### src/rtl/psk_demod_packer.sv
// rtl/psk_demod_packer.sv - BPSK/QPSK hard-decision detector with MSB-first word packer
//
// Makes a hard BPSK or QPSK decision on each signed I/Q symbol and packs the
// decided bits MSB-first into OUT_WIDTH-bit words. Each word carries a sticky
// low-confidence flag. A flush request emits a partial word.
//
// Ports:
//   clk, rst            clock, synchronous active-high reset
//   mode                0 = BPSK, 1 = QPSK (latched at the first symbol of a word)
//   thresh              unsigned confidence threshold
//   flush               emit the current partial word (honoured while s_tready=1)
//   s_i_tdata/s_q_tdata signed I/Q sample; s_tvalid/s_tready input handshake
//   m_tdata             packed bits, first symbol in the MSBs
//   m_nbits             number of valid bits in m_tdata
//   m_tlast             word was produced by a flush
//   m_low_conf          some symbol in the word fell below thresh
//   m_tvalid/m_tready   output handshake
module psk_demod_packer #(
  parameter int WIDTH     = 16,
  parameter int OUT_WIDTH = 8,
  parameter int CNT_W     = $clog2(OUT_WIDTH + 1)
) (
  input  logic                 clk,
  input  logic                 rst,
  input  logic                 mode,
  input  logic [WIDTH-1:0]     thresh,
  input  logic                 flush,
  input  logic [WIDTH-1:0]     s_i_tdata,
  input  logic [WIDTH-1:0]     s_q_tdata,
  input  logic                 s_tvalid,
  output logic                 s_tready,
  output logic [OUT_WIDTH-1:0] m_tdata,
  output logic [CNT_W-1:0]     m_nbits,
  output logic                 m_tlast,
  output logic                 m_low_conf,
  output logic                 m_tvalid,
  input  logic                 m_tready
);

  typedef enum logic {EMPTY = 1'b0, PARTIAL = 1'b1} state_t;

  state_t               state_q, state_d;
  logic [CNT_W-1:0]     fill_q, fill_d;
  logic [OUT_WIDTH-1:0] acc_q, acc_d;
  logic                 sticky_q, sticky_d;
  logic                 mode_q, mode_d;
  logic [OUT_WIDTH-1:0] m_tdata_q, m_tdata_d;
  logic [CNT_W-1:0]     m_nbits_q, m_nbits_d;
  logic                 m_tlast_q, m_tlast_d;
  logic                 m_low_conf_q, m_low_conf_d;
  logic                 m_tvalid_q, m_tvalid_d;

  // Decision datapath, all at WIDTH+1 bits so the extreme negative values are exact.
  logic [WIDTH:0]       i_ext, q_ext, sum, sum_abs, i_abs, q_abs, q_min, metric;
  logic                 sym_mode, low, accept, do_flush, full, emit;
  logic [1:0]           sym_bits;
  logic [CNT_W-1:0]     step, fill_n;
  logic [OUT_WIDTH-1:0] ins, acc_n;

  assign s_tready = !rst && (!m_tvalid_q || m_tready);

  always_comb begin
    i_ext   = {s_i_tdata[WIDTH-1], s_i_tdata};
    q_ext   = {s_q_tdata[WIDTH-1], s_q_tdata};
    sum     = i_ext + q_ext;
    // Unsigned magnitudes: negating 100..0 yields 100..0, read as 2^WIDTH.
    sum_abs = sum[WIDTH]   ? (~sum + 1'b1)   : sum;
    i_abs   = i_ext[WIDTH] ? (~i_ext + 1'b1) : i_ext;
    q_abs   = q_ext[WIDTH] ? (~q_ext + 1'b1) : q_ext;
    q_min   = (i_abs < q_abs) ? i_abs : q_abs;

    // A word's first symbol uses the live mode; later symbols use the latched one.
    sym_mode = (state_q == EMPTY) ? mode : mode_q;
    metric   = sym_mode ? q_min : sum_abs;
    low      = metric < {1'b0, thresh};
    sym_bits = sym_mode ? {s_i_tdata[WIDTH-1], s_q_tdata[WIDTH-1]} : {sum[WIDTH], 1'b0};
    step     = sym_mode ? CNT_W'(2) : CNT_W'(1);

    accept   = s_tvalid && s_tready;
    // Place the symbol's bits just below those already filled.
    ins      = (OUT_WIDTH'(sym_bits) << (OUT_WIDTH - 2)) >> fill_q;
    acc_n    = accept ? (acc_q | ins) : acc_q;
    fill_n   = accept ? (fill_q + step) : fill_q;
    full     = accept && (fill_n == CNT_W'(OUT_WIDTH));
    do_flush = flush && s_tready && ((fill_q != '0) || accept);
    emit     = full || do_flush;

    state_d      = state_q;
    fill_d       = fill_n;
    acc_d        = acc_n;
    sticky_d     = sticky_q || (accept && low);
    mode_d       = mode_q;
    m_tdata_d    = m_tdata_q;
    m_nbits_d    = m_nbits_q;
    m_tlast_d    = m_tlast_q;
    m_low_conf_d = m_low_conf_q;
    m_tvalid_d   = m_tvalid_q && !m_tready;

    case (state_q)
      EMPTY: begin
        if (accept) begin
          mode_d  = mode;
          state_d = PARTIAL;
        end
      end
      PARTIAL: ;
      default: state_d = EMPTY;
    endcase

    // Emission only happens while s_tready=1, so the output slot is free.
    if (emit) begin
      m_tdata_d    = acc_n;
      m_nbits_d    = fill_n;
      m_tlast_d    = do_flush;
      m_low_conf_d = sticky_q || (accept && low);
      m_tvalid_d   = 1'b1;
      acc_d        = '0;
      fill_d       = '0;
      sticky_d     = 1'b0;
      state_d      = EMPTY;
    end
  end

  always_ff @(posedge clk) begin
    if (rst) begin
      state_q      <= EMPTY;
      fill_q       <= '0;
      acc_q        <= '0;
      sticky_q     <= 1'b0;
      mode_q       <= 1'b0;
      m_tdata_q    <= '0;
      m_nbits_q    <= '0;
      m_tlast_q    <= 1'b0;
      m_low_conf_q <= 1'b0;
      m_tvalid_q   <= 1'b0;
    end else begin
      state_q      <= state_d;
      fill_q       <= fill_d;
      acc_q        <= acc_d;
      sticky_q     <= sticky_d;
      mode_q       <= mode_d;
      m_tdata_q    <= m_tdata_d;
      m_nbits_q    <= m_nbits_d;
      m_tlast_q    <= m_tlast_d;
      m_low_conf_q <= m_low_conf_d;
      m_tvalid_q   <= m_tvalid_d;
    end
  end

  assign m_tdata    = m_tdata_q;
  assign m_nbits    = m_nbits_q;
  assign m_tlast    = m_tlast_q;
  assign m_low_conf = m_low_conf_q;
  assign m_tvalid   = m_tvalid_q;

endmodule

### config.mk
export PLATFORM = sky130hd
export DESIGN_NAME = psk_demod_packer
export DESIGN_NICKNAME = d
export VERILOG_FILES = /design/src/rtl/psk_demod_packer.sv
export SDC_FILE = /design/constraint.sdc
export NUM_CORES = 1
export LEC_CHECK = 0
export ABC_AREA = 0
export BUFFER_PORTS_ARGS = -buffer_cell sky130_fd_sc_hd__buf_2
export CELL_PAD_IN_SITES_DETAIL_PLACEMENT = 0
export CELL_PAD_IN_SITES_GLOBAL_PLACEMENT = 1
export CORE_UTILIZATION = 40
export CTS_BUF_LIST = sky130_fd_sc_hd__clkbuf_8
export DETAILED_ROUTE_END_ITERATION = 8
export PLACE_DENSITY = 0.81
export SLEW_MARGIN = 0
export SYNTH_ARGS = -nofsm -noshare
export SYNTH_HDL_FRONTEND = slang
export SYNTH_SLANG_ARGS = --single-unit
### constraint.sdc
create_clock -name clk -period 17.01 [get_ports clk]
set_input_delay 3.402 -clock clk [delete_from_list [all_inputs] [get_ports clk]]
set_output_delay 3.402 -clock clk [all_outputs]
set_load 0.01 [all_outputs]
# After elaboration in Yosys (flattened, before gate mapping)
# Cells that the tools add are included.
dict set report totals {
  regBits 30
  inputBits 54
  output_inout_bits 16
  wordCells 54
}
dict set report op_classes {
  n_addsub 5
  magnitude_cmp 2
  n_eq_ne 1
  shift 1
  muxes 13
  bitwise_logic 5
  reduce_logical 17
}
# operator n
set ops {}
lappend ops {{2-to-1 mux 17 bit} 5}
lappend ops {{adder 17 x 1 -> 17 bit, second input constant} 3}
lappend ops {{inverter 17 bit} 3}
lappend ops {{adder 16 x 16 -> 17 bit} 1}
lappend ops {{less-than comparator 17 x 16 -> 1 bit} 1}
lappend ops {{less-than comparator 17 bit} 1}
lappend ops {{2-to-1 mux 8 bit} 1}
lappend ops {{OR 8 bit} 1}
lappend ops {{>> shifter 8 x 4 -> 8 bit} 1}
lappend ops {{logical AND 1 bit} 7}
lappend ops {{adder 4 x 2 -> 4 bit} 1}
lappend ops {{equality test 4 bit, second input constant} 1}
lappend ops {{logical OR 1 bit} 4}
lappend ops {{2-to-1 mux 1 bit} 4}
lappend ops {{2-to-1 mux 2 bit} 2}
lappend ops {{2-to-1 mux 4 bit} 1}
lappend ops {{nonzero test 4 bit} 1}
lappend ops {{logical NOT 1 bit} 3}
lappend ops {{AND reduction 2 bit} 1}
lappend ops {{OR reduction 2 bit} 1}
lappend ops {{inverter 1 bit} 1}

# Logic depth before layout (Yosys ltp)
# Gate-level depths: netlist of the first run.
dict set report logic_depth {
  depth_word 9
  depth_mapped 24
  ltp_nobuf 22
}

# Worst setup path after synthesis of the first run
# OpenSTA, ideal clock, no wires.
dict set report synth_path {
  path_type {input port to flip-flop}
  from {input port s_q_tdata[8]}
  to {register m_low_conf_q, in the netlist m_low_conf}
  setup_ns 0.070
  arrival_ns 7.816
  t_required_ns 16.940
  setup_slack_ns 9.124
  path_stages 22
  n_path_buf 1
  cell_sequence {or4_1 -> or4_1 -> nor3_1 -> nand2b_1 -> xor2_1 -> ha_1 -> o2111a_1 -> a221oi_1 -> a21bo_2 -> clkbuf_1 -> and2_1 -> o21a_1 -> a21oi_1 -> ha_1 -> a21o_1 -> nand3_1 -> a21oi_1 -> a2111oi_0 -> nand3_1 -> o21ai_0 -> a21oi_2 -> a21oi_1}
}
dict set report synth_between {
  elab_chain_cells 9
  elab_cells_between_ends 13
  classes_between {add/sub (3); order compare (2); mux (4); bitwise (2); reduce/logical (2)}
}
# element line_no
set synth_rtl {}
lappend synth_rtl {{start: declaration} 29} ;# input logic [WIDTH-1:0] s_q_tdata,
lappend synth_rtl {{inverter 17 bit} 69} ;# q_abs = q_ext[WIDTH] ? (~q_ext + 1'b1) : q_ext;
lappend synth_rtl {{adder 17 x 1 -> 17 bit} 69}
lappend synth_rtl {{2-to-1 mux 17 bit} 69}
lappend synth_rtl {{less-than comparator 17 bit} 70} ;# q_min = (i_abs < q_abs) ? i_abs : q_abs;
lappend synth_rtl {{2-to-1 mux 17 bit} 70}
lappend synth_rtl {{2-to-1 mux 17 bit (*)} 74} ;# metric = sym_mode ? q_min : sum_abs;
lappend synth_rtl {{less-than comparator 17 x 16 -> 1 bit (*)} 75} ;# low = metric < {1'b0, thresh};
lappend synth_rtl {{logical AND 1 bit (*)} 115} ;# m_low_conf_d = sticky_q || (accept && low);
lappend synth_rtl {{logical OR 1 bit (*)} 115}
lappend synth_rtl {{end signal: assignment} 145} ;# m_low_conf_q <= m_low_conf_d;
lappend synth_rtl {{end: declaration} 50} ;# logic m_low_conf_q, m_low_conf_d;
# Every way passes the cells marked *; elsewhere a longest branch is shown, timed or not.
# A chain may end at the register's enable or synchronous reset.

# Worst setup path after layout of the first run
dict set report layout_path {
  from {input port s_i_tdata[8]}
  to {register m_low_conf_q, in the netlist m_low_conf}
}
dict set report layout_between {
  elab_chain_cells 9
  elab_cells_between_ends 13
  classes_between {add/sub (3); order compare (2); mux (4); bitwise (2); reduce/logical (2)}
}
# element line_no
set layout_rtl {}
lappend layout_rtl {{start: declaration} 28} ;# input logic [WIDTH-1:0] s_i_tdata,
lappend layout_rtl {{inverter 17 bit} 68} ;# i_abs = i_ext[WIDTH] ? (~i_ext + 1'b1) : i_ext;
lappend layout_rtl {{adder 17 x 1 -> 17 bit} 68}
lappend layout_rtl {{2-to-1 mux 17 bit} 68}
lappend layout_rtl {{less-than comparator 17 bit} 70}
lappend layout_rtl {{2-to-1 mux 17 bit} 70}
lappend layout_rtl {{2-to-1 mux 17 bit (*)} 74}
lappend layout_rtl {{less-than comparator 17 x 16 -> 1 bit (*)} 75}
lappend layout_rtl {{logical AND 1 bit (*)} 115}
lappend layout_rtl {{logical OR 1 bit (*)} 115}
# Marks and branches as above.

==> flow_summary.rst, run 1 <==
.. list-table::
   :header-rows: 1

   * - Metric
     - Value
   * - Run status
     - finished clean
   * - Register area share after synthesis
     - 14.5%
   * - Hold violation total from the final report
     - 0
   * - Minimum clock period
     - 8420 ps
   * - Crit end category
     - register
   * - Clock net sink count
     - 30
   * - Share of the core filled with cells
     - 47.4%
   * - Remaining design rule violation count
     - 0
   * - Pwr Density
     - about 67 mW/mm²
   * - First-pass GRT wire length
     - between 15 and 20 mm
   * - DP Worst Slack
     - 8380 ps
   * - Mean routed wirelength per cell
     - roughly 15 µm
   * - Number of instances in the synthesized netlist
     - 548
   * - Chip Height
     - 104 µm
   * - Port buffer count
     - 69
   * - Number of CTS-inserted buffers
     - 5
   * - TritonCTS clock tree
     - yes
   * - Share of synthesized flip-flops with an asynchronous set or reset
     - 0%
   * - Highest-delay cell along the critical path
     - or4_1
   * - Initial core utilization
     - roughly two fifths
   * - Hold Path Origin
     - m_nbits[3]
   * - Slew of the pin with the lowest slew margin
     - 722 ps
   * - Reg-to-Reg Start
     - state_q
   * - Most common cell after layout, fill and taps aside
     - buf_2
   * - Share of final-layout standard cells stronger than drive strength 1
     - 17.7%
   * - Count of boundary I/O pins
     - 70
   * - Sum of overflow across all layers after global routing
     - 0
   * - Clock insertion delay at the later pin of the skew report
     - 280 ps
   * - Top cell type's share of synthesized area
     - 16.0%
   * - Synthesized area
     - ~0.0042 mm²
   * - Largest family of logic cells by synthesized area
     - compound AO/OA/AOI/OAI gates
   * - Final Worst Setup Slack
     - 8590 ps
   * - Worst relative slew slack
     - 51.7%
   * - Maxcap violations
     - 0
   * - Row Count
     - 36
   * - Data arrival at the endpoint of the critical path
     - 8620 ps
   * - Post-synthesis compound-gate area fraction
     - 27.4%
   * - Number of slew-limit violations in the final report
     - 0
   * - Register bit total from synthesis
     - 30
   * - Vias in the first global route
     - 4126
   * - Overall fraction of global-route tracks in use
     - 22.0%
   * - Setup repair after global routing missed its margin
     - no
   * - Ys Warns
     - 0
   * - Setup crit start kind
     - input port
   * - Die area
     - about 0.011 mm²
   * - Simple-gate portion of the synthesized area
     - 22.1%
   * - Pin count of the biggest net entering global routing
     - 32
   * - Cell type contributing the most total cell area after synthesis
     - ha_1
   * - Number of gates resized after CTS
     - 0
   * - Via count of the routed design
     - a little over 4000
   * - GRT busiest layer
     - met2
   * - Worst VDD drop
     - 0.0333 mV
   * - Launch point of the critical path
     - s_i_tdata[8]
   * - Met2 GRT Util
     - 37.5%
   * - Required time at the endpoint of the critical path
     - 17210 ps
   * - Clock Tree Root
     - clkbuf_8
   * - Final-stage net count
     - between 700 and 800
   * - Synth Flop Type
     - dfxtp_1
   * - Final setup vio count
     - 0
   * - Count of antenna diodes in the layout
     - 0
   * - Via/cell ratio
     - 5.52
   * - Average instance area after synthesis
     - 7.58 µm²
   * - Met1 Usage GRT
     - 28.7%
   * - Highest clock rate
     - approximately 120 MHz
   * - Period utilization
     - around half
   * - Die boundary width
     - 104 µm
   * - Sequence of cells on the critical path
     - buf_2 -> or4_1 -> or3_1 -> nor4_1 -> a31oi_1 -> xor2_1 -> ha_1 -> o2111a_1 -> a221oi_1 -> a21bo_2 -> and2_1 -> o21a_1 -> a21oi_1 -> ha_1 -> a21o_1 -> nand3_1 -> a21oi_1 -> a2111oi_0 -> nand3_1 -> o21ai_0 -> a21oi_2 -> a21oi_1
   * - HP Class
     - reg2reg
   * - Highest net fanout along the worst path
     - 31
   * - Net Count, Synth
     - 657
   * - Met3 Use GR
     - 3.07%
   * - Critical path's largest stage delay
     - 570 ps
   * - Area growth, synth to finish
     - 12.9%
   * - Leading post-synthesis cells by cell area
     - ha_1 (16%), dfxtp_1 (14%), a21oi_1 (7.2%)
   * - Post-CTS repair timing setup buffer count
     - 0
   * - Most Frequent Cell on Critical Path
     - a21oi_1
   * - H-tree depth reported by CTS
     - 2
   * - Total half-perimeter wirelength after legalization and detailed placement
     - 9.61 mm
   * - Adder-Cell Fraction of Synth Area
     - between 15 and 20%
   * - Clock Skew
     - 4.92 ps
   * - Xor-xnor portion of the synthesized cell area
     - 11.7%
   * - Core footprint
     - about 0.0099 mm²
   * - Hold-fix buffers at CTS
     - 0
   * - Total negative setup slack
     - 0 ps
   * - Multiplexer area fraction after synthesis
     - under 10%
   * - DR iter-0 viols
     - approximately 130
   * - Clock-pin slew on the worst setup and hold paths
     - 60 ps
   * - Sum of internal, switching and leakage power
     - approximately 0.32 mW
   * - CTS Buffer Depth
     - 2
   * - Most frequent cells in the layout
     - buf_2 (69), a21oi_1 (60), nor2_1 (57), ha_1 (53), inv_1 (38)
   * - Antenna violations before repair
     - 0
   * - Path type of the worst setup path
     - in2reg
   * - Final routed wirelength across all metal layers
     - 11.5 mm
   * - DR pass1 iterations
     - 4
   * - P_leak
     - 2.12 nW
   * - Remaining antenna violation count
     - 0
   * - Distinct cell type count after synthesis
     - 70
   * - RD Place Congestion
     - 0.916
   * - Count of flip-flops with a built-in enable after synthesis
     - 0
cell usage after synthesis (6+ instances only):
master	instances
nand3_1	16
nand4_1	12
a31oi_1	12
xor2_1	24
inv_1	38
a21o_1	12
o31ai_1	15
a21oi_1	60
nor2_1	57
clkbuf_1	11
and2_1	12
nand2b_1	8
dfxtp_1	30
nand2_1	37
nor2b_1	6
o21ai_0	26
ha_1	53
xnor2_1	28
final timing paths:
check / slack (ps) / end / cells after the start
worst max-delay path: 8590 / m_low_conf / 22
worst min-delay path: 460 / m_nbits[3] / 2
worst max register to register: 13210 / m_nbits[2] / 11
worst min register to register: 460 / m_nbits[3] / 2
kinds of logic after synthesis:
kind of cell | count (synthesis)
AO/OA/AOI/OAI | 169
buffers and inverters | 54
flip-flops | 30
AND/OR/NAND/NOR | 178
adder cells (fa/ha/maj) | 55
XOR/XNOR | 54
multiplexers | 6
other | 2
area by class of cell:
class	instances	area [µm²]
Clock buffer	8	110
Inverter	38	143
Tap cell	133	166
Sequential cell	30	601
Multi-Input combinational cell	464	3320
Fill cell	1017	5220
Timing Repair Buffer	70	353
layer usage:
metal  vias to the layer above  share of wire, %
li1                       2088                 -
met1                      1901                46
met2                        90                48
met3                        22               4.1
met4                         0               2.4
met5                         -                 0
worst max-delay path, delay by kind of cell:
kind	cells	cell delay, ps
AOI/OAI and AO/OA	12	2500
xor gates and xnor gates	1	280
adders and majority gates	2	560
buffers and inverters	1	120
and+or+nand+nor	6	1760
where the power goes:
| group | leakage, nW | total (mW) | internal, mW | switching (mW) |
|---|---|---|---|---|
| sequential | 0.245 | 0.0775 | 0.0749 | 0.00260 |
| clock | 0.0575 | 0.0670 | 0.0408 | 0.0262 |
| combinational | 1.82 | 0.171 | 0.0710 | 0.100 |
| total | 2.12 | 0.316 | 0.187 | 0.129 |
registers in the layout (all words and copies together), names as in the netlist:
| signal | count |
|---|---|
| acc_q | 8 |
| fill_q | 4 |
| m_low_conf | 1 |
| m_nbits | 4 |
| m_tdata | 8 |
| m_tlast | 1 |
| m_tvalid | 1 |
| mode_q | 1 |
| state_q | 1 |
| sticky_q | 1 |
through the flow:
| step | cell area [µm²] | hold WS (ps) | cells |
|---|---|---|---|
| after floorplan | 4160 | 424 | 548 |
| after global placement | 4580 | 433 | 735 |
| after detailed placement | 4580 | 447 | 735 |
| after CTS | 4690 | 460 | 743 |
| after global routing | 4690 | 487 | 743 |
| final | 4690 | 455 | 743 |
Power figures use the tool's default switching activity.
==> inputs of run 2 (changes only) <==
- CORE_UTILIZATION: 40 -> 39
- PLACE_DENSITY: 0.81 -> 0.82
- clock period: 17.01 -> 6.95 ns (I/O delays scaled with it)
==> flow_summary.rst, run 2 (synthesized netlist as in run 1, its figures left out) <==
.. list-table::
   :header-rows: 1

   * - Metric
     - Value
   * - Worst R2R Path Depth
     - 11
   * - Worst VDD drop
     - 0.0926 mV
   * - Setup repair after global routing missed its margin
     - no
   * - Most Frequent Cell on Critical Path
     - a21oi_1
   * - Final setup vio count
     - 0
   * - Period utilization
     - 91.9%
   * - Clock-pin slew on the worst setup and hold paths
     - about 60 ps
   * - Final-stage net count
     - just over 700
   * - Post-CTS repair timing setup buffer count
     - 0
   * - Mean routed wirelength per cell
     - 15.3 µm
   * - Worst path buffer plus inverter count
     - 1
   * - Most common cell after layout, fill and taps aside
     - buf_2
   * - Slew of the pin with the lowest slew margin
     - 722 ps
   * - Clk pwr share
     - a little under a fifth
   * - Clock net sink count
     - 30
   * - Post-placement cell area
     - 0.00459 mm²
   * - Vias in the first global route
     - between 3000 and 4000
   * - Port buffer count
     - 69
   * - Most frequent cells in the layout
     - buf_2 (69), a21oi_1 (60), nor2_1 (57), ha_1 (53), inv_1 (39)
   * - Switching component of the power
     - 0.315 mW
   * - Sequence of cells on the critical path
     - buf_2 -> or4_1 -> or4_1 -> nor3_1 -> nand2b_1 -> xor2_1 -> ha_1 -> o2111a_1 -> a221oi_1 -> a21bo_2 -> and2_1 -> o21a_1 -> a21oi_1 -> ha_1 -> a21o_1 -> nand3_1 -> a21oi_1 -> a2111oi_0 -> nand3_1 -> o21ai_0 -> a21oi_2 -> a21oi_1
   * - Maxcap violations
     - 0
   * - Filler instances
     - 1075
   * - Worst relative slew slack
     - between 50% and 60%
   * - Area growth, synth to finish
     - 12.6%
   * - Launch point of the critical path
     - s_q_tdata[8]
   * - Share of final-layout standard cells stronger than drive strength 1
     - 17.5%
   * - Core footprint
     - 0.0103 mm²
   * - Remaining design rule violation count
     - 0
   * - Count of boundary I/O pins
     - 70
   * - DR pass1 iterations
     - 6
   * - Antenna violations before repair
     - 0
   * - Final routed wirelength across all metal layers
     - approximately 11 mm
   * - Clock insertion delay at the later pin of the skew report
     - 280 ps
   * - Total negative setup slack
     - 0 ps
   * - Via count of the routed design
     - 4109
   * - Initial core utilization
     - 40.2%
   * - Number of CTS-inserted buffers
     - 5
   * - Minimum clock period
     - 6390 ps
   * - Crit end category
     - register
   * - Highest net fanout along the worst path
     - 31
   * - Cell-internal power
     - 0.435 mW
   * - Pwr Density
     - 160 mW/mm²
   * - Clock Skew
     - 5.14 ps
   * - First-pass GRT wire length
     - 18.9 mm
   * - Chip Height
     - ~110 µm
   * - Number of gates resized after CTS
     - 0
   * - Reg-to-Reg Start
     - state_q
   * - Required time at the endpoint of the critical path
     - 7160 ps
   * - Critical path destination
     - m_low_conf
   * - Critical path depth
     - 22
   * - Run status
     - finished clean
   * - Hold violation total from the final report
     - 0
   * - Highest-delay cell along the critical path
     - or4_1
   * - Data arrival at the endpoint of the critical path
     - 6600 ps
   * - H-tree depth reported by CTS
     - 2
   * - Row Count
     - 37
   * - Area used by multi-input combinational logic
     - between 0.003 and 0.004 mm²
   * - P_leak
     - about 2.1 nW
   * - Setup crit start kind
     - input port
   * - Sum of overflow across all layers after global routing
     - 0
   * - Area used by sequential logic in the layout
     - 601 µm²
   * - Sum of internal, switching and leakage power
     - 0.749 mW
   * - Cell class contributing the biggest share of worst-path delay
     - compound AO/OA/AOI/OAI gates
   * - Hold-fix buffers at CTS
     - 0
   * - Total non-filler cell area in the finished layout
     - 0.00468 mm²
   * - Die boundary width
     - around 110 µm
   * - Critical path's largest stage delay
     - 580 ps
   * - Remaining antenna violation count
     - 0
   * - Pin count of the biggest net entering global routing
     - 32
   * - Combinational share of power
     - a little under three fifths
   * - Count of antenna diodes in the layout
     - 0
   * - HP Class
     - reg2reg
   * - Via/cell ratio
     - 5.51
   * - Die area
     - 0.0111 mm²
   * - Highest clock rate
     - around 160 MHz
   * - Path type of the worst setup path
     - in2reg
   * - Share of total power in sequential cells
     - 25.3%
   * - Total half-perimeter wirelength after legalization and detailed placement
     - 9.61 mm
   * - Worst R2R End
     - m_nbits[2]
   * - Flop2flop setup slack
     - 3210 ps
   * - DR iter-0 viols
     - 187
   * - CTS Buffer Depth
     - 2
   * - Clock Tree Root
     - clkbuf_8
   * - Number of slew-limit violations in the final report
     - 0
   * - TritonCTS clock tree
     - yes
   * - RD Place Congestion
     - 0.907
   * - Net Sw Frac
     - 42.0%
   * - Overall fraction of global-route tracks in use
     - roughly a fifth
run 2: cell types whose count changed in the layout (fill, tap and decap cells not counted):
cell | previous run | this run
clkbuf_8 | 8 | 6
clkinv_2 | 0 | 1
inv_1 | 38 | 39
run 2: layout make-up:
| class | instances | share of cell area (%) |
|---|---|---|
| clock buffer | 6 | 1.77 |
| clock inverter | 2 | 0.187 |
| inverter | 38 | 3.05 |
| multi-input combinational | 464 | 71.0 |
| sequential | 30 | 12.8 |
| tap | 136 | 3.64 |
| timing repair buffer | 70 | 7.54 |
run 2: worst min-delay path by stage:
stage,start,endpoint,slack (ps),depth (start not counted)
3_5_place_dp,acc_q[6],acc_q[6],440,2
5_1_grt,acc_q[6],acc_q[6],490,2
2_1_floorplan,acc_q[2],acc_q[2],420,2
6_report,acc_q[6],acc_q[6],460,2
4_1_cts,acc_q[6],acc_q[6],460,2
3_3_place_gp,m_nbits[2],m_nbits[2],440,2
run 2: per-stage QoR:
step	cells	util, %	setup WS (ps)	hold slack [ps]
floorplan	548	-	1080	424
global placement	738	44.4	634	437
detailed placement	738	44.4	339	444
CTS	746	45.3	626	458
global route	746	45.3	157	486
finish	746	45.3	564	457
run 2: power by group through the flow:
stage                     sequential, mW  clock, mW  combinational [mW]
final                              0.190      0.141               0.418
after global routing               0.191      0.153               0.469
after CTS                          0.190      0.144               0.417
after detailed placement           0.194          0               0.414
after global placement             0.193          0               0.405
after floorplan                    0.197          0               0.307
run 2: routing by layer:
| layer | part of all wire (%) | up-vias | GRT usage (%) |
|---|---|---|---|
| met4 | 1.3 | 0 | 4.63 |
| li1 | - | 2091 | - |
| met2 | 49 | 82 | 37.5 |
| met5 | 0 | - | 0 |
| met1 | 47 | 1922 | 27.2 |
| met3 | 3.1 | 14 | 1.73 |
run 2: worst register-to-register path, cell delays in order, from the launching register on:
cell and delay (ps):
dfxtp_1 380, mux2i_2 230, buf_4 300, ha_1 230
inv_1 60, fa_1 410, xnor2_1 150, nor4b_1 390
nand2_1 100, nand2_1 550, nand2b_1 600, o22ai_1 190
==> inputs of run 3 (changes only) <==
- CORE_UTILIZATION: 39 -> 40
- PLACE_DENSITY: 0.82 -> 0.81
- clock period: 6.95 -> 8.23 ns (I/O delays scaled with it)
==> flow_summary.rst, run 3 (synthesized netlist as in run 1, its figures left out) <==
.. list-table::
   :header-rows: 1

   * - Metric
     - Value
   * - DR iter-0 viols
     - around 160
   * - Die boundary width
     - 104 µm
   * - Highest net fanout along the worst path
     - 31
   * - Non-filler cells, final
     - 743
   * - Worst R2R Path Depth
     - 11
   * - Period utilization
     - 79.9%
   * - Hold slack final
     - approximately 460 ps
   * - TritonCTS clock tree
     - yes
   * - Number of slew-limit violations in the final report
     - 0
   * - Most common cell after layout, fill and taps aside
     - buf_2
   * - Maxcap violations
     - 0
   * - Final setup vio count
     - 0
   * - Overall fraction of global-route tracks in use
     - 22.2%
   * - Count of antenna diodes in the layout
     - 0
   * - Total negative setup slack
     - 0 ps
   * - Share of final-layout standard cells stronger than drive strength 1
     - about 18%
   * - Clock-pin slew on the worst setup and hold paths
     - 60 ps
   * - Remaining design rule violation count
     - 0
   * - Post-CTS repair timing setup buffer count
     - 0
   * - Clock insertion delay at the later pin of the skew report
     - 280 ps
   * - Initial core utilization
     - 41.9%
   * - Cell depth of the worst hold path
     - 2
   * - Number of CTS-inserted buffers
     - 5
   * - Antenna violations before repair
     - 0
   * - Critical path depth
     - 22
   * - Slew of the pin with the lowest slew margin
     - 708 ps
   * - HP Class
     - reg2reg
   * - Final-stage net count
     - ~720
   * - CTS Buffer Depth
     - 2
   * - Setup repair after global routing missed its margin
     - no
   * - Clock Tree Root
     - clkbuf_8
   * - Setup crit start kind
     - input port
   * - Pwr Density
     - 136 mW/mm²
   * - Critical path's largest stage delay
     - just under 600 ps
   * - Total half-perimeter wirelength after legalization and detailed placement
     - 9.68 mm
   * - Required time at the endpoint of the critical path
     - 8430 ps
   * - Row Count
     - 36
   * - Filler instances
     - between 1000 and 1500
   * - Clock net sink count
     - 30
   * - DR pass1 iterations
     - 4
   * - Count of boundary I/O pins
     - 70
   * - Minimum clock period
     - around 6600 ps
   * - Chip Height
     - 104 µm
   * - First-pass GRT wire length
     - 19.7 mm
   * - Worst path buffer plus inverter count
     - 1
   * - Cell total after placement
     - 735
   * - Area growth, synth to finish
     - 12.5%
   * - Clock Skew
     - 4.35 ps
   * - Run status
     - finished clean
   * - Crit end category
     - register
   * - Final routed wirelength across all metal layers
     - 11.6 mm
   * - Remaining antenna violation count
     - 0
   * - P_leak
     - 2.11 nW
   * - Data arrival at the endpoint of the critical path
     - 6780 ps
   * - Sequence of cells on the critical path
     - buf_2 -> or4_1 -> or4_1 -> nor3_1 -> nand2b_1 -> xor2_1 -> ha_1 -> o2111a_1 -> a221oi_1 -> a21bo_2 -> and2_1 -> o21a_1 -> a21oi_1 -> ha_1 -> a21o_1 -> nand3_1 -> a21oi_1 -> a2111oi_0 -> nand3_1 -> o21ai_0 -> a21oi_2 -> a21oi_1
   * - Sum of overflow across all layers after global routing
     - 0
   * - Cell class contributing the biggest share of worst-path delay
     - compound AO/OA/AOI/OAI gates
   * - Port buffer count
     - 69
   * - Highest-delay cell along the critical path
     - or4_1
   * - Via count of the routed design
     - approximately 4100
   * - H-tree depth reported by CTS
     - 2
   * - Hold-fix buffers at CTS
     - 0
   * - Vias in the first global route
     - 4007
   * - Worst VDD drop
     - between 0.07 and 0.08 mV
   * - Most Frequent Cell on Critical Path
     - a21oi_1
   * - Pin count of the biggest net entering global routing
     - 32
   * - Path type of the worst setup path
     - in2reg
   * - Mean routed wirelength per cell
     - roughly 16 µm
   * - Via/cell ratio
     - 5.55
   * - Highest clock rate
     - roughly 150 MHz
   * - Worst relative slew slack
     - 52.7%
   * - Die area
     - 0.0108 mm²
   * - Number of gates resized after CTS
     - 0
   * - RD Place Congestion
     - 0.916
   * - Core footprint
     - 0.00991 mm²
   * - Most frequent cells in the layout
     - buf_2 (69), a21oi_1 (60), nor2_1 (57), ha_1 (53), inv_1 (39)
   * - Hold violation total from the final report
     - 0
[run 3: cell counts in the layout (fill, tap and decap cells not counted)]
No cell type changed its count.
[run 3: final timing paths]
path           startpoint  slack (ps)    endpoint
max          s_q_tdata[8]        1650  m_low_conf
min reg2reg    m_nbits[3]         460  m_nbits[3]
min            m_nbits[3]         460  m_nbits[3]
max reg2reg       state_q        4470  m_nbits[2]
[run 3: cell type report]
type / instances / area [µm²] / area share [%]
multi-input cells: 464 / 3320 / 71.0
flip-flops and latches: 30 / 601 / 12.8
repair buffers: 70 / 353 / 7.55
well taps: 133 / 166 / 3.56
inverters: 38 / 143 / 3.05
clock buffers: 6 / 82.6 / 1.77
clock inverters: 2 / 8.76 / 0.187
[run 3: power by group]
group	total, mW	internal (mW)	switching (mW)
registers	0.160	0.155	0.00540
clock network	0.121	0.0661	0.0546
logic	0.354	0.147	0.207
total	0.635	0.367	0.267
[run 3: metrics by stage]
step | setup slack [ps] | total power, mW | utilization (%) | instance area, µm²
after floorplan | 2100 | 0.425 | - | 4160
after global placement | 1630 | 0.506 | 46.3 | 4580
after detailed placement | 1360 | 0.514 | 46.3 | 4580
after CTS | 1640 | 0.636 | 47.2 | 4670
after global routing | 1260 | 0.690 | 47.2 | 4670
final | 1650 | 0.635 | 47.2 | 4670
[run 3: worst min-delay path, cell delays in order, from the launching register on]
cell	delay [ps]
dfxtp_1	310
nand2_1	50
a21oi_1	50
[run 3: per-layer routing]
layer	track usage, %	part of all wire, %	vias up
met2	38.4	49	87
li1	-	-	2092
met3	2.57	3.9	11
met1	29.5	46	1930
met5	0	0	-
met4	4.49	1.2	0
